`config.mk`:
```
export PLATFORM = sky130hd
export DESIGN_NAME = jtpopeye_sdram
export DESIGN_NICKNAME = d
export VERILOG_FILES = /design/src/rtl/jtpopeye_sdram_pkg.sv /design/src/rtl/jtpopeye_sdram_refcnt.sv /design/src/rtl/jtpopeye_sdram.sv
export SDC_FILE = /design/constraint.sdc
export NUM_CORES = 1
export LEC_CHECK = 0
export CAP_MARGIN = 20
export CORE_MARGIN = 8
export CORE_UTILIZATION = 53
export CTS_CLUSTER_DIAMETER = 200
export DETAILED_ROUTE_END_ITERATION = 16
export GPL_ROUTABILITY_DRIVEN = 1
export GPL_TIMING_DRIVEN = 0
export PLACE_DENSITY = 0.85
export SLEW_MARGIN = 20
export SYNTH_ARGS = -nofsm -noshare
export SYNTH_HDL_FRONTEND = slang
export SYNTH_SLANG_ARGS = --single-unit
```
`constraint.sdc`:
```
create_clock -name clk -period 8.7 [get_ports clk]
set_clock_uncertainty 0.15 [all_clocks]
set_input_delay 0.87 -clock clk [delete_from_list [all_inputs] [get_ports clk]]
set_output_delay 0.87 -clock clk [all_outputs]
set_load 0.05 [all_outputs]
```
`src/rtl/jtpopeye_sdram_pkg.sv`:
```
// jtpopeye_sdram_pkg: SDRAM command encodings {cs_n,ras_n,cas_n,we_n}, controller states and mode word
package jtpopeye_sdram_pkg;
    typedef enum logic [3:0] {
        INIT_WAIT, INIT_PRE, INIT_REF, INIT_MRS, IDLE, ACT, RD, WR, RDWAIT, REF
    } state_t;
    localparam logic [3:0] CMD_NOP = 4'b0111;
    localparam logic [3:0] CMD_ACT = 4'b0011;
    localparam logic [3:0] CMD_RD  = 4'b0101;
    localparam logic [3:0] CMD_WR  = 4'b0100;
    localparam logic [3:0] CMD_PRE = 4'b0010;
    localparam logic [3:0] CMD_REF = 4'b0001;
    localparam logic [3:0] CMD_MRS = 4'b0000;
    // burst 2, sequential, CAS latency 2
    localparam logic [12:0] MODE_REG = 13'h021;
endpackage

```
`src/rtl/jtpopeye_sdram_refcnt.sv`:
```
// jtpopeye_sdram_refcnt: free-running refresh timer raising a sticky pending flag each period
module jtpopeye_sdram_refcnt #(
    parameter int REF_PERIOD = 156
) (
    input  logic clk,
    input  logic rst_n,
    input  logic clr,
    output logic pending
);
    logic [15:0] cnt;
    logic        wrap;
    assign wrap = cnt == 16'(REF_PERIOD - 1);
    always_ff @(posedge clk) begin
        if (!rst_n) begin
            cnt     <= '0;
            pending <= 1'b0;
        end else begin
            cnt     <= wrap ? '0 : cnt + 16'd1;
            pending <= wrap | (pending & ~clr);
        end
    end
endmodule

```
`src/rtl/jtpopeye_sdram.sv`:
```
// jtpopeye_sdram: single-bank SDRAM controller for ROM download writes and 32-bit burst reads.
// JTPOPEYE_SDRAM_FASTINIT_EN shortens the power-up wait to 16 cycles for simulation.
module jtpopeye_sdram
    import jtpopeye_sdram_pkg::*;
#(
    parameter int INIT_WAIT  = 2000,
    parameter int REF_PERIOD = 156,
    parameter int TRCD       = 2
) (
    input  logic        clk,
    input  logic        rst_n,
    input  logic        downloading,
    input  logic        prog_we,
    input  logic [21:0] prog_addr,
    input  logic [7:0]  prog_data,
    input  logic [1:0]  prog_mask,
    input  logic        sdram_req,
    input  logic [21:0] sdram_addr,
    output logic        sdram_ack,
    output logic        data_rdy,
    output logic [31:0] data_read,
    input  logic        refresh_en,
    output logic        loop_rst,
    output logic [12:0] sd_a,
    output logic [1:0]  sd_ba,
    output logic        sd_cs_n,
    output logic        sd_ras_n,
    output logic        sd_cas_n,
    output logic        sd_we_n,
    output logic [1:0]  sd_dqm,
    output logic        sd_cke,
    input  logic [15:0] sd_dq_i,
    output logic [15:0] sd_dq_o,
    output logic        sd_dq_oe
);
`ifdef JTPOPEYE_SDRAM_FASTINIT_EN
    localparam int WAIT_CYC = 16;
`else
    localparam int WAIT_CYC = INIT_WAIT;
`endif
    state_t      state;
    logic [15:0] cnt;
    logic [3:0]  cmd;
    logic [21:0] addr, wr_addr;
    logic [7:0]  wr_data;
    logic [1:0]  wr_mask;
    logic        ref_n, is_wr, wr_pend, ref_pend, ref_go, ref_clr;

    assign {sd_cs_n, sd_ras_n, sd_cas_n, sd_we_n} = cmd;
    assign sd_cke  = 1'b1;
    assign sd_ba   = 2'b00;
    assign ref_go  = ref_pend & (refresh_en | downloading);
    assign ref_clr = state == IDLE && ref_go;

    jtpopeye_sdram_refcnt #(.REF_PERIOD(REF_PERIOD)) u_refcnt (
        .clk(clk), .rst_n(rst_n), .clr(ref_clr), .pending(ref_pend)
    );

    always_ff @(posedge clk) begin
        if (!rst_n) begin
            state     <= jtpopeye_sdram_pkg::INIT_WAIT;
            cnt       <= '0;
            cmd       <= CMD_NOP;
            sd_a      <= '0;
            sd_dqm    <= 2'b11;
            sd_dq_o   <= '0;
            sd_dq_oe  <= 1'b0;
            loop_rst  <= 1'b1;
            sdram_ack <= 1'b0;
            data_rdy  <= 1'b0;
            data_read <= '0;
            addr      <= '0;
            wr_addr   <= '0;
            wr_data   <= '0;
            wr_mask   <= '0;
            wr_pend   <= 1'b0;
            ref_n     <= 1'b0;
            is_wr     <= 1'b0;
        end else begin
            cmd       <= CMD_NOP;
            sdram_ack <= 1'b0;
            data_rdy  <= 1'b0;
            sd_dq_oe  <= 1'b0;
            cnt       <= cnt + 16'd1;
            if (prog_we && !wr_pend) begin
                wr_pend <= 1'b1;
                wr_addr <= prog_addr;
                wr_data <= prog_data;
                wr_mask <= prog_mask;
            end
            case (state)
                jtpopeye_sdram_pkg::INIT_WAIT: if (cnt == 16'(WAIT_CYC - 1)) begin
                    cmd   <= CMD_PRE;
                    sd_a  <= 13'h400;
                    cnt   <= '0;
                    state <= INIT_PRE;
                end
                INIT_PRE: if (cnt == 16'd1) begin
                    cmd   <= CMD_REF;
                    cnt   <= '0;
                    ref_n <= 1'b0;
                    state <= INIT_REF;
                end
                INIT_REF: if (cnt == 16'd8) begin
                    cmd   <= ref_n ? CMD_MRS : CMD_REF;
                    sd_a  <= MODE_REG;
                    cnt   <= '0;
                    ref_n <= 1'b1;
                    if (ref_n) state <= INIT_MRS;
                end
                INIT_MRS: if (cnt == 16'd1) begin
                    state    <= IDLE;
                    loop_rst <= 1'b0;
                    sd_dqm   <= 2'b00;
                end
                IDLE: begin
                    cnt <= '0;
                    if (ref_go) begin
                        cmd   <= CMD_REF;
                        state <= REF;
                    end else if (wr_pend || (sdram_req && !downloading)) begin
                        cmd       <= CMD_ACT;
                        is_wr     <= wr_pend;
                        sdram_ack <= !wr_pend;
                        addr      <= wr_pend ? wr_addr : sdram_addr;
                        sd_a      <= wr_pend ? wr_addr[21:9] : sdram_addr[21:9];
                        state     <= ACT;
                    end
                end
                ACT: if (cnt == 16'(TRCD - 1)) begin
                    cmd   <= is_wr ? CMD_WR : CMD_RD;
                    sd_a  <= {3'b001, 1'b0, addr[8:0]};
                    state <= is_wr ? WR : RD;
                    if (is_wr) begin
                        wr_pend  <= 1'b0;
                        sd_dq_oe <= 1'b1;
                        sd_dq_o  <= {wr_data, wr_data};
                        sd_dqm   <= wr_mask;
                    end
                end
                RD: state <= RDWAIT;
                WR: begin
                    sd_dqm <= 2'b00;
                    if (cnt == 16'(TRCD + 3)) state <= IDLE;
                end
                // CAS latency 2: words land two and three cycles after READ is sampled
                RDWAIT: begin
                    if (cnt == 16'(TRCD + 2)) data_read[15:0] <= sd_dq_i;
                    if (cnt == 16'(TRCD + 3)) begin
                        data_read[31:16] <= sd_dq_i;
                        data_rdy         <= 1'b1;
                        state            <= IDLE;
                    end
                end
                REF: if (cnt == 16'd3) state <= IDLE;
                default: state <= jtpopeye_sdram_pkg::INIT_WAIT;
            endcase
        end
    end
endmodule
```
# After elaboration in Yosys (flattened, before gate mapping)
# Cells that the tools add are included.
# totals
output_inout_bits	74
elab_cells	130
inputBits	76
register_bits	152
# op_classes
reduce_logical	24
n_eq_ne	28
bitwise_logic	9
addsub	2
mux	46
# ops
op	count
$mux 13	6
$pmux 16 s4	1
$pmux 13 s4	1
$mux 16	3
$mux 4	10
$pmux 4 s9	1
$add 16x1->16 const B	2
$eq 16x3->1 const B	2
$ne 2x2->1 const B	9
$eq 16x1->1 const B	1
$eq 16x11->1 const B	1
$eq 16x2->1 const B	1
$eq 16x4->1 const B	1
$eq 16x8->1 const B	1
$eq 4x3->1 const B	4
$mux 3	5
$pmux 3 s5	1
$reduce_and 3->1	4
$mux 1	11
$mux 9	1
$reduce_and 9->1	1
$eq 4x2->1 const B	2
$eq 4x4->1 const B	2
$mux 2	4
other kinds (20)	34

# Longest topological paths before layout
# depth
ltp_word	6
mapped_depth	8
ltp_nobuf	7

# Cells and area by module
# A second synthesis with hierarchy kept.
# unflattened
hier_cells	746
hier_area_um2	6204.7
# modules_own_cells
mod	n_inst	seq_area_each_um2	cells_each	area_per_inst_um2
jtpopeye_sdram	1	2522.4	665	5417.7
jtpopeye_sdram_refcnt	1	340.3	81	787.0

# Worst setup path before layout
# Ideal clock, no wire load.
# synth_timing
kind	register to register
startpoint	reg cnt[5]
endpoint	reg state[2]
path_stages_with_launch	8
slack_ns	5.833
arrival_time_ns	2.601
n_path_buf	1
t_required_ns	8.434
setup_time_ns	0.116
synth_period_minus_slack_ns	2.867
cell_sequence	dfxtp_1 or4_4 nor4_4 a21oi_1 or4_1 clkbuf_2 or4_1 o211a_1
# synth_via
elab_chain_cells	3
elab_cells_between_ends	13
cone_classes	12 x eq/ne; 1 x reduce/logical
# synth_rtl
item	line	source
from (decl)	jtpopeye_sdram.sv:42	logic [15:0] cnt;
from (signal assigned)	jtpopeye_sdram.sv:84	cnt <= cnt + 16'd1;
$eq 16x2->1 (tied with other cells)	jtpopeye_sdram.sv:155	REF: if (cnt == 16'd3) state <= IDLE;
$ne 2x2->1 (no line) or $ne 2x1->1 (tied branches)	--	
$reduce_and 9->1 (no line) (*)	--	
to (signal assigned)	jtpopeye_sdram.sv:61	state <= jtpopeye_sdram_pkg::INIT_WAIT;
to (signal assigned)	jtpopeye_sdram.sv:133	state <= is_wr ? WR : RD;
to (signal assigned)	jtpopeye_sdram.sv:156	default: state <= jtpopeye_sdram_pkg::INIT_WAIT;
to (decl)	jtpopeye_sdram.sv:41	state_t state;
# Mark *: on every way between the ends. The rest lies on a longest branch, timed or not.
# A chain may end at the register's enable or synchronous reset.

# Final worst setup path
# layout_timing
startpoint	reg cnt[10]
endpoint	reg cnt[14]
# layout_via
elab_chain_cells	3
elab_cells_between_ends	8
cone_classes	1 x add/sub; 3 x eq/ne; 4 x mux
# layout_rtl
item	line	source
$add 16x1->16 (tied with other cells)	jtpopeye_sdram.sv:84	
$mux 16, on equally long branches	jtpopeye_sdram.sv:104, jtpopeye_sdram.sv:92, jtpopeye_sdram.sv:98	
$pmux 16 s4 (*)	jtpopeye_sdram.sv:91	case (state)
# Marked as above.

==> results.py <==
metrics = {
    "setup_path": {
        "critPathArrivalTime_ns": 3.42,
        "crit_required_ns": 8.86,
        "crit_slowest_cell": "o31ai_1",
        "reg2reg_slack_ns": 5.44,
        "cp_max_fo": 10,
        "startpoint_type": "flop",
        "path_cells": "or4_4 > nor4_4 > and3_2 > o22ai_1 > o31ai_1 > buf_2 > nor2_1",
        "critPathMaxStageDelay_ns": 0.86,
        "endpoint_kind": "flop",
        "criticalPathCategory": "reg2reg",
    },
    "clocking": {
        "postCtsHoldBufs": 0,
        "cts_resized": 0,
        "clockBufferDepth": 2,
        "post_cts_buffers": 0,
        "clkSinkCount": 143,
        "htree_levels": 4,
        "cts-root-buf": "clkbuf_16",
        "cts_tree": "done",
        "clk_latency_ns": 0.43,
        "cts.clk_slew.worst_paths_ns": 0.06,
        "numCtsBuffers": 17,
    },
    "yosys": {
        "ys_seq_area_share_pct": 46.7,
        "netlist_instances": 749,
        "syn_area_sq_um": 6130,
        "async_reset_ff_share_pct": 0,
        "synth-seq-cells": 143,
        "ys_warn_count": 0,
        "ys_types": 53,
        "netlist_top_cells_area": "dfxtp_1, nand2_1, a21oi_1, mux2i_1, nor2_1",
        "syn_avg_cell_area_sq_um": 8.19,
        "yosysTopAreaCellShare_pct": 46.7,
        "synth_area_leader_cell": "dfxtp_1",
        "ys.flop_type": "dfxtp_1",
        "synth_edf_count": 0,
    },
    "grt": {
        "grtUsageTotal_pct": 23.6,
        "grt_start_max_net_pins": 17,
        "grt_first_pass_wirelength_mm": 28.3,
        "grt_pass1_vias": 5844,
        "antenna_found_initial": 0,
        "grt_overflow": 0,
    },
    "timing": {
        "slew_headroom_pct": 32.6,
        "fin_crit_ns": 3.26,
        "period_share_pct": 37.4,
        "setup_tns_ns": 0,
        "setup_violations": 0,
        "worstMarginPinSlew_ns": 1.00,
        "slew_violations": 0,
        "final-hold-violation-count": 0,
        "rsz0062_at_grt": "no",
        "timing.fmax_mhz": 307,
    },
    "drt": {
        "drt_iter0_drc": 513,
        "ant_nets": 0,
        "drc_errors": 0,
        "vias": 5826,
        "vias_per_cell": 5.44,
        "firstDrtPassIters": 6,
        "wl_per_cell_um": 16.4,
        "drt_wl_total_mm": 17.5,
    },
    "cells_and_area": {
        "diodes": 0,
        "final_common_cell": "nand2_1",
        "layout_common_cells": "nand2_1, clkdlybuf4s50_1, dfxtp_1",
        "area_growth_pct": 35.6,
        "layout.nets": 996,
        "drive_gt1_share_pct": 6.25,
        "utilization_pct": 73.1,
    },
    "pwr": {
        "vdd_drop_max_mv": 0.271,
        "power_density_nw_per_um2": 174,
        "p_leak_nw": 3.02,
    },
    "placed_design": {
        "port-buffer-count": 145,
        "finalWeightedCongestion": 0.897,
        "dpl.hpwl_mm": 13.0,
    },
    "die": {
        "die_width_um": 124,
        "die_y_um": 124,
        "fp.dieArea_sq_um": 15300,
        "initial_utilization_pct": 53.9,
        "fp-row-count": 39,
        "coreArea_sq_um": 11400,
        "io_pins": 150,
    },
    "outcome": {
        "outcome": "complete, no violations",
    },
    "worst_hold_path": {
        "hp-class": "reg2reg",
    },
    "flow_run": {
        "cap_violations": 0,
    },
}
-- flip-flops by register name (all words and copies together) (netlist names), 4 cells and up --
signal	flops
wr_data	8
cnt	16
addr	9
wr_addr	22
data_read	32
u_refcnt.cnt	16
sd_a	13
sd_dq_o	8
state	4
-- worst paths after layout --
check | startpoint | cells past startpoint | end
setup / recovery | cnt[10] | 7 | cnt[14]
setup reg to reg | cnt[10] | 7 | cnt[14]
hold reg to reg | data_read[25] | 2 | data_read[25]
hold / removal | data_read[25] | 2 | data_read[25]
-- worst max-delay path: cells and delay by family, from the launching register on --
| family | cells | cell delay (ns) |
|---|---|---|
| and+or+nand+nor | 4 | 1.30 |
| AOI/OAI and AO/OA | 2 | 0.95 |
| DFF | 1 | 0.37 |
| buffers and inverters | 1 | 0.37 |
-- cell families after synthesis --
group	after synthesis	synth area share, %
and+or+nand+nor	320	23.6
AOI/OAI and AO/OA	150	14.2
DFF	143	46.7
buffers and inverters	70	5.12
muxes	34	5.61
xor gates and xnor gates	25	3.57
adders and majority gates	5	1.02
other	2	0.122
-- power breakdown --
part / internal [mW] / switching (mW) / total, mW
registers: 0.666 / 0.00685 / 0.673
clock network: 0.382 / 0.284 / 0.666
logic: 0.0517 / 0.0543 / 0.106
-- through the flow --
| step | total power [mW] | hold WS [ns] | cell area (sq um) | worst slack, ns | instances |
|---|---|---|---|---|---|
| after global routing | 1.49 | 0.317 | 8310 | 5.26 | 1071 |
| final | 1.44 | 0.301 | 8310 | 5.44 | 1071 |
| after global placement | 0.788 | 0.280 | 7770 | 5.22 | 1039 |
| after floorplan | 0.737 | 0.263 | 6140 | 5.83 | 751 |
| after detailed placement | 0.791 | 0.294 | 7770 | 5.22 | 1039 |
| after CTS | 1.45 | 0.301 | 8310 | 5.45 | 1071 |
-- cell type report --
cell class | instances | area (sq um)
buffer | 60 | 277
tap | 143 | 179
sequential | 143 | 2860
clock buffer | 21 | 460
timing repair buffer | 145 | 1450
inverter | 10 | 37.5
multi-input combinational | 538 | 2960
fill | 867 | 3060
clock inverter | 11 | 85.1
-- synthesized netlist by cell type (all sizes together) (3+ instances only) --
| cell type | instances |
|---|---|
| a211oi | 10 |
| a21boi | 3 |
| a21oi | 93 |
| a311oi | 9 |
| a31oi | 3 |
| and2 | 4 |
| and3 | 12 |
| and4 | 3 |
| buf | 19 |
| clkbuf | 41 |
| dfxtp | 143 |
| ha | 5 |
| inv | 9 |
| mux2 | 3 |
| mux2i | 31 |
| nand2 | 164 |
| nand3 | 16 |
| nand4 | 10 |
| nor2 | 70 |
| nor2b | 10 |
| nor3 | 7 |
| nor4 | 3 |
| nor4b | 6 |
| o211ai | 4 |
| o21ai | 17 |
| or3 | 4 |
| or4 | 5 |
| xnor2 | 12 |
| xor2 | 13 |
-- routing by layer --
metal  share of wire (%)  global-route usage (%)
met5                   0                       0
met4                 1.7                    7.67
met3                 7.7                    8.31
met2                  49                    39.0
met1                  41                    28.2
No activity file was read; power rests on OpenSTA's default activity.
